--- src/rtl/yonga_lz4_frame_parser_if.sv ---
// Byte-stream handshake and fifo1 write bus of the LZ4 frame parser.
//   i_in_valid / i_in_data / o_in_ready : raw frame byte input
//   i_fifo1_full                        : decoder input FIFO full
//   o_fifo1_write / o_fifo1_data        : byte write into fifo1
// master: drives the frame stream and the FIFO status (source side).
// slave : the parser itself.
interface yonga_lz4_frame_parser_if;
  logic       i_in_valid;
  logic [7:0] i_in_data;
  logic       o_in_ready;
  logic       i_fifo1_full;
  logic       o_fifo1_write;
  logic [7:0] o_fifo1_data;

  modport master (
    output i_in_valid, i_in_data, i_fifo1_full,
    input  o_in_ready, o_fifo1_write, o_fifo1_data
  );

  modport slave (
    input  i_in_valid, i_in_data, i_fifo1_full,
    output o_in_ready, o_fifo1_write, o_fifo1_data
  );
endinterface

--- src/rtl/yonga_lz4_frame_parser.sv ---
// LZ4 frame parser: validates and strips the frame header, forwards each
// block's 4-byte size word and payload into fifo1, appends four zero
// end-of-block bytes per block, and drops block/content checksums and the
// EndMark.
// Ports:
//   clk, rst       : clock, synchronous active-high reset
//   i_enable       : allows a new frame to start
//   i_clear        : leaves ERROR back to MAGIC
//   bus (slave)    : byte input handshake and fifo1 write port
//   o_idle         : waiting for the first magic byte
//   o_frame_done   : one-cycle pulse after a frame is consumed
//   o_error        : sticky error flag
//   o_error_code   : 1 bad magic, 2 bad FLG version, 3 bad block size
module yonga_lz4_frame_parser #(
  parameter int unsigned MAX_BLOCK_SIZE = 4194304
) (
  input  logic                           clk,
  input  logic                           rst,
  input  logic                           i_enable,
  input  logic                           i_clear,
  yonga_lz4_frame_parser_if.slave        bus,
  output logic                           o_idle,
  output logic                           o_frame_done,
  output logic                           o_error,
  output logic [1:0]                     o_error_code
);

  localparam logic [3:0] S_MAGIC     = 4'd0;
  localparam logic [3:0] S_FLG       = 4'd1;
  localparam logic [3:0] S_BD        = 4'd2;
  localparam logic [3:0] S_HDR_SKIP  = 4'd3;
  localparam logic [3:0] S_BSIZE     = 4'd4;
  localparam logic [3:0] S_BSIZE_FWD = 4'd5;
  localparam logic [3:0] S_DATA      = 4'd6;
  localparam logic [3:0] S_EOB       = 4'd7;
  localparam logic [3:0] S_BCHK_SKIP = 4'd8;
  localparam logic [3:0] S_CCHK_SKIP = 4'd9;
  localparam logic [3:0] S_DONE      = 4'd10;
  localparam logic [3:0] S_ERROR     = 4'd11;

  localparam logic [30:0] MAX_W = 31'(MAX_BLOCK_SIZE);

  logic [3:0]  r_state;
  logic [1:0]  r_idx;
  logic [30:0] r_cnt;
  logic [3:0]  r_skip;
  logic [31:0] r_size;
  logic        r_flg_cs;
  logic        r_flg_dict;
  logic        r_flg_bchk;
  logic        r_flg_cchk;
  logic [1:0]  r_err_code;

  logic        w_ready;
  logic        w_accept;
  logic        w_wr;
  logic [7:0]  w_wdata;
  logic [7:0]  w_magic;
  logic [7:0]  w_size_byte;
  logic [31:0] w_word;

  // Size word as it stands once the current (4th) byte is shifted in.
  assign w_word   = {bus.i_in_data, r_size[31:8]};
  assign w_accept = bus.i_in_valid && w_ready;

  always_comb begin
    w_magic = 8'h04;
    case (r_idx)
      2'd0: w_magic = 8'h04;
      2'd1: w_magic = 8'h22;
      2'd2: w_magic = 8'h4D;
      default: w_magic = 8'h18;
    endcase
  end

  always_comb begin
    w_size_byte = r_size[7:0];
    case (r_idx)
      2'd0: w_size_byte = r_size[7:0];
      2'd1: w_size_byte = r_size[15:8];
      2'd2: w_size_byte = r_size[23:16];
      default: w_size_byte = r_size[31:24];
    endcase
  end

  always_comb begin
    w_ready = 1'b0;
    case (r_state)
      S_MAGIC:     w_ready = i_enable || (r_idx != 2'd0);
      S_FLG, S_BD, S_HDR_SKIP, S_BSIZE,
      S_BCHK_SKIP, S_CCHK_SKIP: w_ready = 1'b1;
      S_DATA:      w_ready = !bus.i_fifo1_full;
      default:     w_ready = 1'b0;
    endcase
    if (rst) w_ready = 1'b0;
  end

  always_comb begin
    w_wr    = 1'b0;
    w_wdata = '0;
    case (r_state)
      S_BSIZE_FWD: begin
        w_wr    = !bus.i_fifo1_full;
        w_wdata = w_size_byte;
      end
      S_DATA: begin
        w_wr    = w_accept;
        w_wdata = bus.i_in_data;
      end
      S_EOB: begin
        w_wr    = !bus.i_fifo1_full;
        w_wdata = '0;
      end
      default: ;
    endcase
    if (rst) w_wr = 1'b0;
  end

  assign bus.o_in_ready    = w_ready;
  assign bus.o_fifo1_write = w_wr;
  assign bus.o_fifo1_data  = w_wdata;

  assign o_idle       = (r_state == S_MAGIC) && (r_idx == 2'd0);
  assign o_frame_done = (r_state == S_DONE);
  assign o_error      = (r_state == S_ERROR);
  assign o_error_code = r_err_code;

  // r_idx is a 2-bit wrapping index; every 4-byte phase ends with it back at 0.
  always_ff @(posedge clk) begin
    if (rst) begin
      r_state    <= S_MAGIC;
      r_idx      <= '0;
      r_cnt      <= '0;
      r_skip     <= '0;
      r_size     <= '0;
      r_flg_cs   <= 1'b0;
      r_flg_dict <= 1'b0;
      r_flg_bchk <= 1'b0;
      r_flg_cchk <= 1'b0;
      r_err_code <= '0;
    end else begin
      case (r_state)
        S_MAGIC: if (w_accept) begin
          if (bus.i_in_data != w_magic) begin
            r_state    <= S_ERROR;
            r_err_code <= 2'd1;
          end else begin
            r_idx <= r_idx + 2'd1;
            if (r_idx == 2'd3) r_state <= S_FLG;
          end
        end
        S_FLG: if (w_accept) begin
          if (bus.i_in_data[7:6] != 2'b01) begin
            r_state    <= S_ERROR;
            r_err_code <= 2'd2;
          end else begin
            r_flg_cs   <= bus.i_in_data[3];
            r_flg_dict <= bus.i_in_data[0];
            r_flg_bchk <= bus.i_in_data[4];
            r_flg_cchk <= bus.i_in_data[2];
            r_state    <= S_BD;
          end
        end
        S_BD: if (w_accept) begin
          // Optional content size (8) and dict id (4), plus the HC byte.
          r_skip  <= {r_flg_cs, 3'b000} + {1'b0, r_flg_dict, 2'b00} + 4'd1;
          r_state <= S_HDR_SKIP;
        end
        S_HDR_SKIP: if (w_accept) begin
          r_skip <= r_skip - 4'd1;
          if (r_skip == 4'd1) r_state <= S_BSIZE;
        end
        S_BSIZE: if (w_accept) begin
          r_size <= w_word;
          r_idx  <= r_idx + 2'd1;
          if (r_idx == 2'd3) begin
            if (w_word == 32'd0) begin
              if (r_flg_cchk) begin
                r_skip  <= 4'd4;
                r_state <= S_CCHK_SKIP;
              end else begin
                r_state <= S_DONE;
              end
            end else if (w_word[30:0] > MAX_W || w_word[30:0] == 31'd0) begin
              r_state    <= S_ERROR;
              r_err_code <= 2'd3;
            end else begin
              r_state <= S_BSIZE_FWD;
            end
          end
        end
        S_BSIZE_FWD: if (!bus.i_fifo1_full) begin
          r_idx <= r_idx + 2'd1;
          if (r_idx == 2'd3) begin
            r_cnt   <= r_size[30:0];
            r_state <= S_DATA;
          end
        end
        S_DATA: if (w_accept) begin
          r_cnt <= r_cnt - 31'd1;
          if (r_cnt == 31'd1) r_state <= S_EOB;
        end
        S_EOB: if (!bus.i_fifo1_full) begin
          r_idx <= r_idx + 2'd1;
          if (r_idx == 2'd3) begin
            if (r_flg_bchk) begin
              r_skip  <= 4'd4;
              r_state <= S_BCHK_SKIP;
            end else begin
              r_state <= S_BSIZE;
            end
          end
        end
        S_BCHK_SKIP: if (w_accept) begin
          r_skip <= r_skip - 4'd1;
          if (r_skip == 4'd1) r_state <= S_BSIZE;
        end
        S_CCHK_SKIP: if (w_accept) begin
          r_skip <= r_skip - 4'd1;
          if (r_skip == 4'd1) r_state <= S_DONE;
        end
        S_DONE: r_state <= S_MAGIC;
        S_ERROR: if (i_clear) begin
          r_state    <= S_MAGIC;
          r_idx      <= '0;
          r_err_code <= '0;
        end
        default: r_state <= S_MAGIC;
      endcase
    end
  end

endmodule

--- src/flat_wrapper.sv ---
// flat-port wrapper written by rule: the top's interface ports become plain ports
module yonga_lz4_frame_parser_flat 
#(
  parameter int unsigned MAX_BLOCK_SIZE = 4194304
)
  (clk, rst, i_enable, i_clear, o_idle, o_frame_done, o_error, o_error_code, bus_i_in_valid, bus_i_in_data, bus_i_fifo1_full, bus_o_in_ready, bus_o_fifo1_write, bus_o_fifo1_data);
  yonga_lz4_frame_parser_if bus_i ();
  input  logic clk;
  input  logic rst;
  input  logic i_enable;
  input  logic i_clear;
  output logic o_idle;
  output logic o_frame_done;
  output logic o_error;
  output logic [1:0] o_error_code;
  input wire logic [$bits(bus_i.i_in_valid)-1:0] bus_i_in_valid;
  input wire logic [$bits(bus_i.i_in_data)-1:0] bus_i_in_data;
  input wire logic [$bits(bus_i.i_fifo1_full)-1:0] bus_i_fifo1_full;
  output wire logic [$bits(bus_i.o_in_ready)-1:0] bus_o_in_ready;
  output wire logic [$bits(bus_i.o_fifo1_write)-1:0] bus_o_fifo1_write;
  output wire logic [$bits(bus_i.o_fifo1_data)-1:0] bus_o_fifo1_data;
  assign bus_i.i_in_valid = bus_i_in_valid;
  assign bus_i.i_in_data = bus_i_in_data;
  assign bus_i.i_fifo1_full = bus_i_fifo1_full;
  assign bus_o_in_ready = bus_i.o_in_ready;
  assign bus_o_fifo1_write = bus_i.o_fifo1_write;
  assign bus_o_fifo1_data = bus_i.o_fifo1_data;
  yonga_lz4_frame_parser #(.MAX_BLOCK_SIZE(MAX_BLOCK_SIZE)) u_core (.clk(clk), .rst(rst), .i_enable(i_enable), .i_clear(i_clear), .bus(bus_i), .o_idle(o_idle), .o_frame_done(o_frame_done), .o_error(o_error), .o_error_code(o_error_code));
endmodule
--- config.mk ---
export PLATFORM = sky130hd
export DESIGN_NAME = yonga_lz4_frame_parser_flat
export DESIGN_NICKNAME = d
export VERILOG_FILES = /design/src/rtl/yonga_lz4_frame_parser_if.sv /design/src/rtl/yonga_lz4_frame_parser.sv /design/src/flat_wrapper.sv
export SDC_FILE = /design/constraint.sdc
export NUM_CORES = 1
export LEC_CHECK = 0
export CORE_MARGIN = 1.5
export CORE_UTILIZATION = 60
export DETAILED_ROUTE_END_ITERATION = 12
export HOLD_SLACK_MARGIN = 0.03
export PLACE_DENSITY = 0.8
export SYNTH_ARGS = -nofsm -noshare
export SYNTH_HDL_FRONTEND = slang
export SYNTH_SLANG_ARGS = --single-unit
export TNS_END_PERCENT = 100
--- constraint.sdc ---
create_clock -name clk -period 4.68 [get_ports clk]
set_clock_uncertainty 0.05 [all_clocks]
set_input_delay 1.17 -clock clk [delete_from_list [all_inputs] [get_ports clk]]
set_output_delay 1.17 -clock clk [all_outputs]
set_load 0.01 [all_outputs]
== Word-level counts from Yosys, hierarchy flattened ==
Index checks and enable logic that the tools add are counted.
Word-level totals
  flip-flop bits (word level): 79
  input port bits: 14
  output and inout port bits: 15
  logic and storage cells: 147
Cells by class
  $add $sub $neg: 5
  magnitude comparators: 1
  equality and inequality tests: 45
  muxes and demuxes: 60
  bitwise logic cells: 1
  reduce and logical (&&, ||, !) cells: 25
Operators by type and width (number)
  4-bit 2-to-1 mux: 31
  31-bit 2-to-1 mux: 3
  31-bit one-hot mux with 2 select lines: 1
  2-bit by 1-bit inequality test with 1-bit output, second input constant: 20
  4-bit one-hot mux with 10 select lines: 1
  32-bit zero test: 1
  31-bit by 1-bit == test with 1-bit output, second input constant: 1
  31-bit by 23-bit greater-than comparator with 1-bit output, second input constant: 1
  31-bit zero test: 1
  31-bit by 1-bit subtractor with 31-bit output, second input constant: 1
  2-bit 2-to-1 mux: 14
  8-bit one-hot mux with 3 select lines: 1
  7-bit one-hot mux with 3 select lines: 1
  10-bit AND reduction: 2
  17-bit AND reduction: 1
  4-bit by 3-bit == test with 1-bit output, second input constant: 4
  4-bit == test, second input constant: 4
  2-bit one-hot mux with 4 select lines: 2
  4-bit one-hot mux with 4 select lines: 1
  8-bit one-hot mux with 2 select lines: 1
  2-bit inequality test, second input constant: 7
  4-bit nonzero test: 3
  4-bit by 1-bit == test with 1-bit output, second input constant: 2
  4-bit by 2-bit == test with 1-bit output, second input constant: 2
  25 further kinds: 31

== Depth between registers and ports, before layout ==
Gate-level depths: netlist (run 1).
  depth in word-level cells: 7
  gate-level depth with buffers: 9
  mapped depth without buffers: 8

== Least setup slack after synthesis (run 1) ==
Ideal clock, no wire load.
  kind: in2out
  start: in bus_i_fifo1_full
  end: out bus_o_fifo1_write
  arrival: 2202 ps
  data required time: 3460 ps
  slack: 1258 ps
  stages on the path: 5
  path buffers: 0
  cell sequence: a21o_1 a32o_1 nor2_1 a22oi_1 nor3_1
On the way
  longest elaborated chain between the ends: 6
Ends and longest elaborated chain
  start, declared: RTL line flat_wrapper.sv:18  | input wire logic [$bits(bus_i.i_fifo1_full)-1:0] bus_i_fifo1_full;
  1-bit zero test (*): RTL line yonga_lz4_frame_parser.sv:92, yonga_lz4_frame_parser.sv:103, yonga_lz4_frame_parser.sv:111
  1-bit one-hot mux with 3 select lines: RTL line yonga_lz4_frame_parser.sv:88  | case (r_state)
  1-bit 2-to-1 mux: RTL line yonga_lz4_frame_parser.sv:95  | if (rst) w_ready = 1'b0;
  1-bit logical AND: RTL line yonga_lz4_frame_parser.sv:64  | assign w_accept = bus.i_in_valid && w_ready;
  1-bit one-hot mux with 2 select lines (*): RTL line yonga_lz4_frame_parser.sv:101  | case (r_state)
  1-bit 2-to-1 mux (*): RTL line yonga_lz4_frame_parser.sv:116  | if (rst) w_wr = 1'b0;
  end, declared: RTL line flat_wrapper.sv:20  | output wire logic [$bits(bus_i.o_fifo1_write)-1:0] bus_o_fifo1_write;
Every way passes the cells marked *; elsewhere a longest branch is shown, timed or not.

== Final worst setup path (run 1) ==
Same ends and word-level chain as after synthesis.

==> results of run 1 <==
-- worst max-delay path: cells and delay by family --
family,cells,cell delay [ns]
AO/OA/AOI/OAI,3,0.53
buffers and inverters,2,1.02
AND/OR/NAND/NOR,2,0.43
-- flip-flops by register name, summed over array words and instances (netlist names) --
register	cells
u_core.o_error_code	2
u_core.r_flg_bchk	1
u_core.r_idx	2
u_core.r_cnt	31
u_core.r_flg_cchk	1
u_core.r_state	4
u_core.r_size	32
u_core.r_flg_cs	1
u_core.r_skip	4
u_core.r_flg_dict	1
-- final cells by class --
class | count | area [µm²]
multi-input combinational | 541 | 3050
fill | 647 | 2380
sequential | 79 | 1580
timing repair buffer | 43 | 388
tap | 102 | 128
clock buffer | 9 | 124
clock inverter | 7 | 96.3
inverter | 15 | 56.3
-- through the flow --
stage	std cells	setup slack (ns)	utilization, %	area [µm²]	hold slack (ns)
after global routing	796	0.276	69.5	5420	0.450
final	796	0.300	69.5	5420	0.420
after CTS	796	0.356	69.5	5420	0.421
after floorplan	682	1.26	-	4870	0.399
after detailed placement	780	0.359	66.6	5200	0.409
after global placement	780	0.412	66.6	5200	0.397
-- kinds of logic (layout without fill, tap and decap cells) --
logic type	count (synthesis)	in the layout	synth area share [%]
adder cells (fa/ha/maj)	8	8	2.06
XOR/XNOR	4	4	0.720
AND/OR/NAND/NOR	304	304	29.6
buffers and inverters	62	74	5.17
AO/OA/AOI/OAI	215	215	27.9
flip-flops	79	79	32.5
multiplexers	10	10	2.11
-- worst paths after layout --
path	cells after the start	slack [ns]	to
worst min register to register	2	0.42	u_core.o_error_code[0]
worst max register to register	8	1.60	u_core.o_error_code[1]
worst max-delay path	7	0.30	bus_o_fifo1_write
worst min-delay path	2	0.42	u_core.o_error_code[0]
-- where the power goes --
group	total [µW]	switching, µW	internal, µW
clock network	575	273	302
logic	1140	686	457
registers	808	83.9	724
-- cells in the final DEF, fill, tap and decap left out, types with 4 or more instances in the layout --
master / count
clkbuf_8: 9
nand2_1: 146
nand3_1: 14
nand4_1: 8
buf_4: 15
nor4_1: 13
or4_1: 7
nor3b_1: 4
dfxtp_1: 79
o31ai_1: 8
a32o_1: 9
and2_1: 4
o22ai_1: 5
or3_1: 11
o21ai_0: 54
nor2_1: 43
nand2b_1: 8
ha_1: 8
inv_1: 14
clkdlybuf4s50_1: 27
nor2b_1: 4
a221oi_1: 4
a21oi_1: 78
a211oi_1: 9
xnor2_1: 4
nor3_1: 21
o41ai_1: 5
mux2i_1: 8
a31oi_1: 7
a222oi_1: 8
-- per-layer routing --
metal,up-vias,GRT usage [%]
met5,-,0
met4,0,9.60
met3,16,7.80
met2,324,52.4
met1,2434,50.1
li1,2510,-
==> flow_metrics.py, run 1 <==
metrics = {
    "grt": {
        "antenna_found_initial": 0,
        "grt_first_pass_wirelength_um": 23700,
        "grt_max_degree": 68,
        "grt_overflow_total": 0,
        "grt_usage_pct": 34.9,
        "grt_pass1_vias": 4672,
    },
    "cts": {
        "htreeDepth": 3,
        "post_cts_resized": 0,
        "cts.sink_count": 79,
        "cts_buffers": 9,
        "cts_tree": "done",
        "clkSlewWorstSetupHoldPaths_ns": 0.09,
        "clockRootBuffer": "clkbuf_8",
        "clk_latency_ns": 0.37,
        "cts_setup_buffers": 0,
        "ctsHoldBuffers": 0,
        "clk_path_buf_depth": 2,
    },
    "floorplan": {
        "core_mm2": 0.00781,
        "fp.dieH_um": 93.1,
        "start_util_pct": 62.4,
        "std_cell_rows": 32,
        "die_area_mm2": 0.00866,
        "io_pins": 29,
        "die_x_um": 93.1,
    },
    "routing": {
        "top_layer": "met4",
        "met2_wirelength_um": 6550,
        "wl_met1_um": 6180,
        "met3_length_um": 1740,
        "first_iter_violations": 686,
        "ant_nets": 0,
        "viasPerCell": 6.64,
        "wl_per_cell_um": 18.3,
        "drtPass1Iterations": 5,
        "wl_um": 14500,
        "vias": 5284,
        "drc_errors": 0,
    },
    "placement": {
        "place.gp.congestion": 0.952,
        "dp_hpwl_um": 10100,
        "port_buffers": 28,
    },
    "power_and_ir_drop": {
        "irDropWorstVdd_v": 0.000245,
        "totalPowerFinal_uw": 2520,
        "p_leak_uw": 0.00185,
        "power_density_mw_per_mm2": 466,
    },
    "logic_synthesis": {
        "synth.largest_area_cell": "dfxtp_1",
        "synth.distinct_cells": 64,
        "synth.most_common_cell": "nand2_1",
        "yosys-top-cells-count": "nand2_1 (146), dfxtp_1 (79), a21oi_1 (78), o21ai_0 (54), nor2_1 (44)",
        "synth.yosys.seq_area_share_pct": 32.5,
        "synth-main-ff-cell": "dfxtp_1",
        "yosys-top-cells-area": "dfxtp_1 (32%), nand2_1 (11%), a21oi_1 (8.0%)",
        "yosys.area.top_type_share_pct": 32.5,
        "async_reset_ff_share_pct": 0,
        "avgSynthCellArea_um2": 7.14,
        "synth_edf_count": 0,
        "ys_seq_elements": 79,
        "syn_area_mm2": 0.00487,
        "synth_fp_nets": 704,
        "syn_inst": 682,
        "ys_warn_count": 0,
    },
    "setup_path": {
        "crit_top_cell": "clkdlybuf4s50_1",
        "endpoint_kind": "output port",
        "crit_fanout": 3,
        "reg2reg_from": "u_core.r_idx[0]",
        "crit_path_max_incr_delay_ns": 0.59,
        "startpoint_type": "primary input",
        "crit_arrival_ns": 3.16,
        "worst_ep_required_time_ns": 3.46,
        "cp-startpoint": "bus_i_fifo1_full",
        "path_class": "in -> out",
        "worstPathCellList": "clkdlybuf4s50_1 > a21o_1 > a32o_1 > nor2_1 > a22oi_1 > nor3_1 > clkdlybuf4s50_1",
        "slowest_stage": "clkdlybuf4s50_1",
    },
    "run": {
        "drv_cap": 0,
    },
    "timing": {
        "finalCritPeriodShare_pct": 93.6,
        "setup_viol": 0,
        "drv_slew": 0,
        "rsz0062_at_grt": "false",
        "min_period_ns": 4.38,
        "fmax_mhz": 228,
        "max_slew.worst_pin.slew_ns": 0.849,
        "tns_ns": 0,
        "hold_viol": 0,
        "max_slew_margin_pct": 43.4,
    },
    "hold_path": {
        "hold_start": "u_core.o_error_code[0]",
        "holdCritPathClass": "reg -> reg",
    },
    "cells_and_area": {
        "antennaDiodeCount": 0,
        "layout-drive-gt1-share_pct": 7.06,
        "design.final.nets": 711,
        "area_growth_pct": 11.4,
    },
    "status": {
        "status": "completed",
    },
}
Note: power is estimated with default switching activity, not from simulation.
==> run 2, diff against run 1 <==
--- a/config.mk
+++ b/config.mk
@@ -5,11 +5,12 @@
 export SDC_FILE = /design/constraint.sdc
 export NUM_CORES = 1
 export LEC_CHECK = 0
-export CORE_MARGIN = 1.5
+export CORE_MARGIN = 4
 export CORE_UTILIZATION = 60
 export DETAILED_ROUTE_END_ITERATION = 12
 export HOLD_SLACK_MARGIN = 0.03
 export PLACE_DENSITY = 0.8
+export REMOVE_ABC_BUFFERS = 1
 export SYNTH_ARGS = -nofsm -noshare
 export SYNTH_HDL_FRONTEND = slang
 export SYNTH_SLANG_ARGS = --single-unit
==> flow_metrics.py, run 2 (synthesis results as in run 1) <==
metrics = {
    "cells_and_area": {
        "antennaDiodeCount": 0,
        "fill_cells": 694,
        "top_regs": "u_core.r_size: 32 flops, u_core.r_cnt: 31 flops",
        "mostFrequentLayoutCell": "nand2_1",
        "fin_util_pct": 69.5,
        "layout-drive-gt1-share_pct": 6.92,
        "regMostFlops": "u_core.r_size",
        "area_growth_pct": 11.4,
        "final_cell_mix": "nand2_1 (146), dfxtp_1 (79), a21oi_1 (78)",
        "largest_reg_flops": 32,
        "design.final.nets": 711,
    },
    "cts": {
        "cts_tree": "done",
        "cts_setup_buffers": 0,
        "post_cts_resized": 0,
        "cts_buffers": 9,
        "clk_latency_ns": 0.36,
        "ctsHoldBuffers": 0,
        "cts.sink_count": 79,
        "htreeDepth": 3,
        "clockRootBuffer": "clkbuf_8",
        "clk_path_buf_depth": 2,
        "clkSlewWorstSetupHoldPaths_ns": 0.08,
    },
    "routing": {
        "wl_per_cell_um": 18.4,
        "wl_um": 14600,
        "vias": 5324,
        "drtPass1Iterations": 6,
        "viasPerCell": 6.69,
        "drc_errors": 0,
        "ant_nets": 0,
        "first_iter_violations": 615,
    },
    "floorplan": {
        "die_area_mm2": 0.00962,
        "core_mm2": 0.00781,
        "io_pins": 29,
        "start_util_pct": 62.4,
        "std_cell_rows": 32,
        "fp.dieH_um": 98.1,
        "die_x_um": 98.1,
    },
    "grt": {
        "grt_first_pass_wirelength_um": 24100,
        "grt_pass1_vias": 4823,
        "grt_max_degree": 65,
        "grt_overflow_total": 0,
        "grt_usage_pct": 30.4,
        "antenna_found_initial": 0,
    },
    "power_and_ir_drop": {
        "totalPowerFinal_uw": 2540,
        "power_density_mw_per_mm2": 469,
        "p_leak_uw": 0.00184,
        "irDropWorstVdd_v": 0.000311,
    },
    "timing": {
        "setup_viol": 0,
        "hold_viol": 0,
        "drv_slew": 0,
        "rsz0062_at_grt": "false",
        "hold_slack_ns": 0.421,
        "tns_ns": 0,
        "max_slew_margin_pct": 41.9,
        "finalCritPeriodShare_pct": 92.5,
        "min_period_ns": 4.33,
        "fmax_mhz": 231,
        "max_slew.worst_pin.slew_ns": 0.866,
    },
    "setup_path": {
        "startpoint_type": "primary input",
        "crit_arrival_ns": 3.11,
        "crit_fanout": 3,
        "worst_ep_required_time_ns": 3.46,
        "path_class": "in -> out",
        "endpoint_kind": "output port",
    },
    "hold_path": {
        "holdCritPathClass": "reg -> reg",
    },
    "placement": {
        "dp_hpwl_um": 10100,
        "port_buffers": 28,
        "place.gp.congestion": 1.05,
    },
    "status": {
        "status": "completed",
    },
    "run": {
        "drv_cap": 0,
    },
}
## run 2: cell types whose count changed in the layout (fill, tap and decap cells not counted), sizes merged
cell      change
clkinv        -2
clkbuf        +1
clkinvlp      +1
## run 2: layer usage
metal / vias up / wire [µm] / track usage (%)
li1: 2503 / - / -
met1: 2477 / 6470 / 44.0
met2: 308 / 6350 / 43.9
met3: 36 / 1470 / 7.00
met4: 0 / 317 / 11.4
met5: - / 0 / 0
## run 2: worst paths after layout
| path | start | endpoint | slack [ns] | cells past startpoint |
|---|---|---|---|---|
| worst max-delay path | bus_i_fifo1_full | bus_o_fifo1_write | 0.35 | 7 |
| worst min-delay path | u_core.o_error_code[0] | u_core.o_error_code[0] | 0.42 | 2 |
| worst max register to register | u_core.r_idx[0] | u_core.r_idx[0] | 1.55 | 8 |
| worst min register to register | u_core.o_error_code[0] | u_core.o_error_code[0] | 0.42 | 2 |
## run 2: metrics by stage
stage               area (µm²)  cells  setup slack [ns]
CTS                       5420    796             0.377
detailed placement        5200    780             0.390
finish                    5420    796             0.349
floorplan                 4670    635             0.443
global placement          5200    780             0.419
global route              5420    796             0.251
## run 2: layout make-up
cell class	count	area (µm²)	area share, %
multi-input combinational	541	3050	56.2
sequential	79	1580	29.2
timing repair buffer	43	388	7.15
clock buffer	10	128	2.35
tap	102	128	2.35
clock inverter	6	93.8	1.73
inverter	15	56.3	1.04
## run 2: worst max-delay path, cell delays in order
cell and delay, ns:
clkdlybuf4s50_1 0.44, a21o_1 0.21, a32o_1 0.22, nor2_1 0.15, a22oi_1 0.08, nor3_1 0.26, clkdlybuf4s50_1 0.58
## run 2: where the power goes
part | leakage [µW] | switching [µW] | internal [µW] | total [µW]
Sequential | 0.000638 | 59.7 | 724 | 783
Clock | 0.000107 | 267 | 305 | 572
Combinational | 0.00110 | 722 | 467 | 1190
==> RTL edit, RTL diff (config.mk and constraints of run 2) <==
Put a register stage on the output `o_error`, without a reset. The value now appears one clock later. The other outputs are not delayed to match.
--- a/src/rtl/yonga_lz4_frame_parser.sv
+++ b/src/rtl/yonga_lz4_frame_parser.sv
@@ -122,7 +122,9 @@
 
   assign o_idle       = (r_state == S_MAGIC) && (r_idx == 2'd0);
   assign o_frame_done = (r_state == S_DONE);
-  assign o_error      = (r_state == S_ERROR);
+  always_ff @(posedge clk) begin
+    o_error <= (r_state == S_ERROR);
+  end
   assign o_error_code = r_err_code;
 
   // r_idx is a 2-bit wrapping index; every 4-byte phase ends with it back at 0.
Formal check against the unedited RTL: not equivalent (Yosys sat finds a counterexample within 4 cycles, from zero or initial values and one cycle with rst high).
==> RTL edit against run 2 <==
Area after synthesis rose by 3.0%; wire length rose by 0.70%; combinational power fell by 33%; fmax fell by 1.1%; cell area rose by 1.3%; worst setup slack got worse by 0.050 ns; count of clock-buffer cells in the layout fell by 1; sequential cell count rose by 1; final cell count rose by 0.63%; power fell by 16%; critical path type unchanged; critical endpoint unchanged; largest cell class unchanged.
==> RTL edit: results (changes against run 2) <==
[run_status]
status=completed

[clock_network]
cts_buffers=9  ; unchanged
cts_setup_buffers=0  ; unchanged
ctsHtreeMaxLevel=3  ; unchanged

[global_routing]
grt_use_total_pct=30.55  ; +0.18 points
first_global_vias=4946  ; +2.6%
grt_first_pass_wirelength_mm=24.56  ; +2.0%
grt_max_degree=64  ; -1.5%
antenna_found_initial=0  ; unchanged

[logic_synthesis]
synth_common_cells=126 x nand2_1, 81 x a21oi_1, 80 x dfxtp_1
avgSynthCellArea_um2=7.277  ; +1.9%
synth.distinct_cells=69  ; +7.8%
yosysSeqAreaShare_pct=31.94  ; -0.54 points
synthTopCellsByArea=dfxtp_1 32%, nand2_1 9.4%, a21oi_1 8.1%

[drt]
firstDrtPassIters=5  ; -1
num_vias=5236  ; -1.7%
avgRoutedWirePerCell_um=18.37  ; about the same
drt-total-wl_mm=14.71  ; +0.70%
first_iter_violations=538  ; -13%

[timing]
period_needed_ns=4.381  ; +0.05028 ns
hold_ws_ns=0.4227  ; +0.002149 ns
tightest_slew_ns=0.8376  ; -0.02791 ns

[critical_path]
r2r_slack_ns=1.70  ; +0.15 ns
max_stage_delay_ns=0.54  ; -0.04 ns
path_delay_family=buffers and inverters
crit_fanout=5  ; +2
cp.arrival_ns=3.16  ; +0.05 ns

[place]
hpwl_mm=10.27  ; +2.1%
dp.cells=785  ; +0.64%
dpl-instance-area_um2=5291  ; +1.7%
post-place-ws_ns=0.3023  ; -0.08731 ns
place_congestion=0.9773  ; -7.3%

[power]
swShare_pct=38.49  ; -2.8 points
powerDensity_nw_per_um2=388.4  ; -17%
p_leak_uw=0.001828  ; -0.87%
peakVddDrop_mv=0.3025  ; -2.9%
comb_power_share_pct=37.2  ; -9.5 points
pwr-share-clk_pct=25.0  ; +2.5 points

[finish]
fin_nets=715  ; +0.56%
drive_above_1_share_pct=7.184  ; +0.27 points

-- RTL edit: cell count changes after synthesis, sizes merged, moves of 6 or more --
cell | run 2 | this run
nor2 | 44 | 54
a22o | 1 | 10
a32o | 9 | 0
or4 | 9 | 3
a211oi | 9 | 20
nand2 | 146 | 126
-- RTL edit: worst reg2reg max path, cell delays in order (launching register included) --
cell	delay [ns]
dfxtp_1	0.48
inv_1	0.13
ha_1	0.38
nor2b_1	0.21
o21ai_0	0.27
a2bb2oi_2	0.10
buf_4	0.21
nor3_1	0.67
mux2i_1	0.28
nor2_1	0.06
-- RTL edit: worst paths after layout --
check | to | from | cells past startpoint
worst max-delay path | bus_o_fifo1_write | bus_i_in_valid | 7
worst min-delay path | u_core.r_cnt[1] | u_core.r_cnt[1] | 2
worst max register to register | u_core.r_flg_dict | u_core.r_idx[0] | 9
worst min register to register | u_core.r_cnt[1] | u_core.r_cnt[1] | 2
-- RTL edit: cell type report --
type / instances / area [um2]
clock buffer: 9 / 123.9
clock inverter: 7 / 80.08
fill: 713 / 2680
inverter: 11 / 41.29
multi-input combinational: 549 / 3152
sequential: 80 / 1602
tap: 105 / 131.4
timing repair buffer: 40 / 365.4
-- RTL edit: metal layers --
metal / up-vias / track usage (%) / share of wire (%)
met3: 54 / 7.293 / 8.6
met1: 2371 / 39.77 / 42
met4: 0 / 12.08 / 3.4
met5: - / 0 / 0
met2: 277 / 48.97 / 46
li1: 2534 / - / -
-- RTL edit: logic make-up (layout without fill, tap and decap cells) --
logic type                 Yosys count  in the layout  synth area share, %
xor gates and xnor gates             4              4               0.6989
buffers and inverters               60             67                5.316
DFF                                 80             80                31.94
and+or+nand+nor                    293            293                27.60
adders and majority gates           10             10                2.496
AOI/OAI and AO/OA                  235            235                30.52
muxes                                7              7                1.423
